### config.mk
export PLATFORM = sky130hd
export DESIGN_NAME = kgp_multicycle_ctrl
export DESIGN_NICKNAME = d
export VERILOG_FILES = /design/src/rtl/kgp_ctrl_pkg.sv /design/src/rtl/kgp_wait_timer.sv /design/src/rtl/kgp_multicycle_ctrl.sv
export SDC_FILE = /design/constraint.sdc
export NUM_CORES = 1
export LEC_CHECK = 0
export BUFFER_PORTS_ARGS = -buffer_cell sky130_fd_sc_hd__buf_4
export CORE_MARGIN = 1
export CORE_UTILIZATION = 46
export DETAILED_ROUTE_END_ITERATION = 7
export PLACE_DENSITY = 0.82
export SKIP_LAST_GASP = 1
export SLEW_MARGIN = 25
export SYNTH_ARGS = -nofsm -noshare
export SYNTH_HDL_FRONTEND = slang
export SYNTH_SLANG_ARGS = --single-unit
### constraint.sdc
create_clock -name clk -period 1.9 [get_ports clk]
set_input_delay 0.095 -clock clk [delete_from_list [all_inputs] [get_ports clk]]
set_output_delay 0.095 -clock clk [all_outputs]
set_load 0.005 [all_outputs]
### src/rtl/kgp_ctrl_pkg.sv
// Shared encodings for the KGP-RISC multi-cycle sequencer: FSM states,
// decoder op classes and writeback source selects.
package kgp_ctrl_pkg;

    typedef enum logic [2:0] {
        ST_FETCH  = 3'd0,
        ST_DECODE = 3'd1,
        ST_EXEC   = 3'd2,
        ST_MEM    = 3'd3,
        ST_WB     = 3'd4,
        ST_HALT   = 3'd5,
        ST_ERR    = 3'd6
    } state_t;

    localparam logic [2:0] OP_ALU    = 3'd0;
    localparam logic [2:0] OP_LOAD   = 3'd1;
    localparam logic [2:0] OP_STORE  = 3'd2;
    localparam logic [2:0] OP_BRANCH = 3'd3;
    localparam logic [2:0] OP_CALL   = 3'd4;
    localparam logic [2:0] OP_HALT   = 3'd5;

    localparam logic [1:0] WB_ALU = 2'd0;
    localparam logic [1:0] WB_MEM = 2'd1;
    localparam logic [1:0] WB_RA  = 2'd2;

    // Classes 6 and 7 are unassigned and send the core to ERR.
    function automatic logic op_is_legal(input logic [2:0] cls);
        return cls <= OP_HALT;
    endfunction

    function automatic logic [31:0] sat_inc32(input logic [31:0] v);
        return (v == 32'hFFFF_FFFF) ? v : v + 32'd1;
    endfunction

endpackage

### src/rtl/kgp_wait_timer.sv
// Request wait timer: counts cycles a memory request spends waiting for
// ready and flags expiry on the cycle the TIMEOUT-th wait would be reached.
module kgp_wait_timer #(
    parameter int TIMEOUT = 255,
    parameter int CNT_W   = $clog2(TIMEOUT + 1)
) (
    input  logic clk,
    input  logic rst,
    input  logic clear,
    input  logic enable,
    output logic expire
);

    localparam logic [CNT_W-1:0] LAST = CNT_W'(TIMEOUT - 1);

    logic [CNT_W-1:0] count_q;

    always_ff @(posedge clk) begin
        if (rst || clear) begin
            count_q <= '0;
        end else if (enable) begin
            count_q <= count_q + CNT_W'(1);
        end
    end

    // Expiry coincides with the edge that would make the count equal TIMEOUT.
    assign expire = enable && (count_q == LAST);

endmodule

### src/rtl/kgp_multicycle_ctrl.sv
// Multi-cycle FETCH/DECODE/EXEC/MEM/WB sequencer for the KGP-RISC core.
// Owns pc, the instruction register and the retired-instruction counter.
module kgp_multicycle_ctrl
    import kgp_ctrl_pkg::*;
#(
    parameter int XLEN     = 32,
    parameter int IADDR_W  = 10,
    parameter int RESET_PC = 0,
    parameter int TIMEOUT  = 255
) (
    input  logic               clk,
    input  logic               rst,
    output logic               imem_req,
    output logic [IADDR_W-1:0] imem_addr,
    input  logic               imem_ready,
    input  logic [XLEN-1:0]    imem_rdata,
    output logic [XLEN-1:0]    instr,
    input  logic [2:0]         op_class,
    input  logic               br_taken,
    input  logic [IADDR_W-1:0] br_target,
    output logic               dmem_req,
    output logic               dmem_we,
    input  logic               dmem_ready,
    output logic               alu_en,
    output logic               rf_we,
    output logic [1:0]         wb_sel,
    output logic [IADDR_W-1:0] pc,
    output logic [IADDR_W-1:0] npc,
    output logic [2:0]         state,
    output logic               halted,
    output logic               bus_err,
    output logic [31:0]        instr_count
);

    // Handshake: req is a level derived from state and is held until the
    // transfer completes on the first rising edge where req && ready.
    // ready while the matching req is low carries no meaning and is ignored.

    state_t             state_q, state_d;
    logic [IADDR_W-1:0] pc_q, pc_d;
    logic [XLEN-1:0]    instr_q;
    logic [2:0]         cls_q;
    logic [31:0]        count_q;
    logic               load_instr;
    logic               retire;
    logic               timer_clear;
    logic               timer_en;
    logic               timer_expire;

    always_ff @(posedge clk) begin
        if (rst) begin
            state_q <= ST_FETCH;
            pc_q    <= IADDR_W'(RESET_PC);
            instr_q <= '0;
            cls_q   <= OP_ALU;
            count_q <= '0;
        end else begin
            state_q <= state_d;
            pc_q    <= pc_d;
            if (load_instr) begin
                instr_q <= imem_rdata;
            end
            if (state_q == ST_DECODE) begin
                cls_q <= op_class;
            end
            if (retire) begin
                count_q <= sat_inc32(count_q);
            end
        end
    end

    assign npc = pc_q + IADDR_W'(1);

    // Any state change clears the timer, which covers every entry to FETCH/MEM.
    assign timer_en    = ((state_q == ST_FETCH) && !imem_ready) ||
                         ((state_q == ST_MEM)   && !dmem_ready);
    assign timer_clear = (state_d != state_q);

    kgp_wait_timer #(
        .TIMEOUT (TIMEOUT)
    ) u_timer (
        .clk    (clk),
        .rst    (rst),
        .clear  (timer_clear),
        .enable (timer_en),
        .expire (timer_expire)
    );

    always_comb begin
        state_d    = state_q;
        pc_d       = pc_q;
        imem_req   = 1'b0;
        dmem_req   = 1'b0;
        dmem_we    = 1'b0;
        alu_en     = 1'b0;
        rf_we      = 1'b0;
        wb_sel     = WB_ALU;
        load_instr = 1'b0;
        retire     = 1'b0;
        case (state_q)
            ST_FETCH: begin
                imem_req = 1'b1;
                if (imem_ready) begin
                    load_instr = 1'b1;
                    state_d    = ST_DECODE;
                end else if (timer_expire) begin
                    state_d = ST_ERR;
                end
            end
            ST_DECODE: begin
                if (op_class == OP_HALT) begin
                    state_d = ST_HALT;
                end else if (!op_is_legal(op_class)) begin
                    state_d = ST_ERR;
                end else begin
                    state_d = ST_EXEC;
                end
            end
            ST_EXEC: begin
                alu_en = 1'b1;
                case (cls_q)
                    OP_LOAD, OP_STORE: state_d = ST_MEM;
                    OP_BRANCH: begin
                        pc_d    = br_taken ? br_target : npc;
                        retire  = 1'b1;
                        state_d = ST_FETCH;
                    end
                    default: state_d = ST_WB;
                endcase
            end
            ST_MEM: begin
                dmem_req = 1'b1;
                dmem_we  = (cls_q == OP_STORE);
                if (dmem_ready) begin
                    if (cls_q == OP_STORE) begin
                        pc_d    = npc;
                        retire  = 1'b1;
                        state_d = ST_FETCH;
                    end else begin
                        state_d = ST_WB;
                    end
                end else if (timer_expire) begin
                    state_d = ST_ERR;
                end
            end
            ST_WB: begin
                rf_we = 1'b1;
                case (cls_q)
                    OP_LOAD: wb_sel = WB_MEM;
                    OP_CALL: wb_sel = WB_RA;
                    default: wb_sel = WB_ALU;
                endcase
                pc_d    = (cls_q == OP_CALL) ? br_target : npc;
                retire  = 1'b1;
                state_d = ST_FETCH;
            end
            ST_HALT, ST_ERR: begin
                state_d = state_q;
            end
            default: state_d = ST_ERR;
        endcase
    end

    assign imem_addr   = pc_q;
    assign pc          = pc_q;
    assign instr       = instr_q;
    assign state       = state_q;
    assign halted      = (state_q == ST_HALT);
    assign bus_err     = (state_q == ST_ERR);
    assign instr_count = count_q;

endmodule

==> results.yml <==
logic_synthesis:
  synth_ff_type: "dfxtp_1"
  synth.avg_cell_area_um2: 8.04
  synth_warnings: 0
  synth_cells: 570
  synth_edf_count: 0
  synth_seq_area_share: 0.385
  netlist_area_mm2: 0.00458
  ys_ff_latch: 88
  synth.distinct_cells: 67
  syn-num-nets: 624
  ys_async_sr_fraction: 0
detailed_routing:
  avgRoutedWirePerCell_um: 16.4
  antenna_left: 0
  via_per_inst: 5.64
  drt_wl_total_um: 15600
  drtIter0Drc: 302
  drt-pass1-iter-count: 5
  route.detailed.drc: 0
  vias: 5366
final_layout:
  final_cell_mix: "buf_4 (237), nand2_1 (93), dfxtp_1 (78)"
  syn_to_final_growth_pct: 60.9
  layout-drive-gt1-share: 0.423
  n_antenna_cell: 0
  final_util: 0.757
  n_fill_cell: 647
  fin_area_mm2: 0.00737
  nets: 869
  multi_input_area_mm2: 0.00290
  regArea_mm2: 0.00178
  layout_commonest_cell: "buf_4"
job:
  cap_violations: 0
floorplanning:
  die_h_um: 102
  start_util: 0.471
  die_w_um: 102
  rows: 36
  design.core.area_mm2: 0.00973
  die_area_mm2: 0.0104
  ios: 156
cts:
  htree_levels: 3
  numCtsBuffers: 9
  clockBufferDepth: 2
  root_buffer: "clkbuf_8"
  cts_sinks: 88
  cts.reportedPaths.clkPinSlew_ps: 100
  cts_tree: "built"
  worstSkewPairLatency_ps: 360
worst_setup_path:
  reg2reg_slack_ps: -100
  critical_path_class: "flop to flop"
  cp_max_fo: 7
  r2r_cells: 7
  timing.rr.end: "instr_count[21]$_SDFFE_PP0P_"
  startpoint_type: "flop"
  crit_required_ps: 2180
  arrival_ps: 2270
  slowest_stage: "or4_4"
  r2r-start: "instr_count[0]$_SDFFE_PP0P_"
  slowest_delay_ps: 560
  cp_top_family: "simple AND/OR/NAND/NOR gates"
  end_kind: "flop"
  worstPathCellList: "buf_6, nand4_1, buf_4, nor3_4, o211ai_4, or4_4, a21oi_2"
  path_buf_inv: 2
power_and_ir_drop:
  peakVddDrop_mv: 0.608
  power_density_mw_per_mm2: 606
  p_leak_uw: 0.00307
global_routing:
  antenna_found_initial: 0
  grt_first_pass_wirelength_um: 23400
  grt_pass1_vias: 5140
  overflow: 0
  grt_max_degree: 85
  track_usage: 0.285
sta:
  slew_violations: 0
  max_freq_mhz: 501
  period_share: 1.05
  rsz0062_at_grt: "yes"
  setup_ws_ps: -96.3
  tightestPinTransition_ps: 509
  relSlewSlack: 0.660
  hold_viol_final: 0
  setup_viol: 14
  clock_skew_ps: 15.9
  layout_min_cycle_time_ps: 2000
  hold_ws_ps: 8.82
min_path:
  hp-start: "op_class[0]"
  hold_end: "cls_q[0]$_SDFFE_PP0N_"
  hold_depth: 3
  holdCritPathClass: "input port to flop"
run_status:
  violations: "negative setup slack"
  status: "finished with violations"
place:
  dp_hpwl_um: 9790
  gp_congestion: 0.866
  io_buffers: 155
  dpl-instance-area_mm2: 0.00637
  dp_worst_setup_slack_ps: -151
## state kept, by name, summed over array words and instances, names as in the netlist
name             count
cls_q                3
instr               32
imem_addr           10
instr_count         32
u_timer.count_q      8
state                3
## kinds of logic after synthesis
family | synth area share
multiplexers | 0.0210
buffers and inverters | 0.0615
flip-flops | 0.385
XOR/XNOR | 0.0287
AND/OR/NAND/NOR | 0.299
AO/OA/AOI/OAI | 0.194
adder cells (fa/ha/maj) | 0.0109
## synthesized netlist by cell type, types with 8 or more instances
library cell,number,area (um^2)
a21oi_1,70,350
buf_2,8,40.0
buf_4,12,90.1
clkbuf_1,26,97.6
dfxtp_1,88,1760
nand2_1,93,349
nand3_1,12,60.1
nand4_1,10,62.6
nor2_1,39,146
nor2b_1,8,50.1
nor3_1,9,45.0
o21ai_0,27,135
o31ai_1,14,105
or3_1,9,56.3
or4_1,17,128
xor2_1,8,70.1
## metal layers
| layer | global-route usage | part of all wire | vias up |
|---|---|---|---|
| li1 | - | - | 2542 |
| met1 | 0.329 | 0.38 | 2516 |
| met2 | 0.484 | 0.49 | 252 |
| met3 | 0.0835 | 0.090 | 56 |
| met4 | 0.132 | 0.035 | 0 |
| met5 | 0 | 0 | - |
## what timing repair did
action	4_1_cts	5_1_grt
endpoints found under the setup margin	37	46
gates cloned	3	0
pin swaps	14	35
hold buffers	31	0
setup buffers	12	6
gates resized for setup	20	68
hold endpoints to repair	31	0
## report_power, final
group,switching [uW],leakage (uW),total (uW),internal [uW]
clock network,681,0.000112,1550,865
logic,452,0.00224,923,472
registers,69.3,0.000720,2000,1930
## layout make-up
cell class,instances,area share
multi-input cells,429,0.394
clock buffers,9,0.0168
clock inverters,5,0.0144
flip-flops and latches,88,0.242
well taps,133,0.0226
inverters,8,0.00509
repair buffers,279,0.305
## metrics by stage
step | total power (uW) | std cells | setup TNS, ps
6_report | 4470 | 951 | -487
2_1_floorplan | 2430 | 570 | -416
3_3_place_gp | 2810 | 886 | -252
4_1_cts | 4410 | 946 | -127
5_1_grt | 4640 | 951 | -1820
3_5_place_dp | 2830 | 886 | -2010
## worst reg2reg max path, stage by stage (launching register included)
cell      delay (ps)
dfxtp_4          380
buf_6            100
nand4_1          150
buf_4            190
nor3_4           200
o211ai_4         180
or4_4            560
a21oi_2          170
## how the worst max path moves through the flow
stage / from / end / slack, ps / depth (start not counted)
after global routing: instr_count[0]$_SDFFE_PP0P_ / instr_count[21]$_SDFFE_PP0P_ / -160 / 8
after detailed placement: u_timer.count_q[0]$_SDFFE_PP0P_ / u_timer.count_q[0]$_SDFFE_PP0P_ / -150 / 7
after floorplan: cls_q[0]$_SDFFE_PP0N_ / instr_count[14]$_SDFFE_PP0P_ / -90 / 7
final: instr_count[0]$_SDFFE_PP0P_ / instr_count[21]$_SDFFE_PP0P_ / -100 / 7
after global placement: u_timer.count_q[0]$_SDFFE_PP0P_ / u_timer.count_q[0]$_SDFFE_PP0P_ / -40 / 7
after CTS: instr_count[1]$_SDFFE_PP0P_ / instr_count[23]$_SDFFE_PP0P_ / -20 / 7
Note: power is estimated with default switching activity, not from simulation.
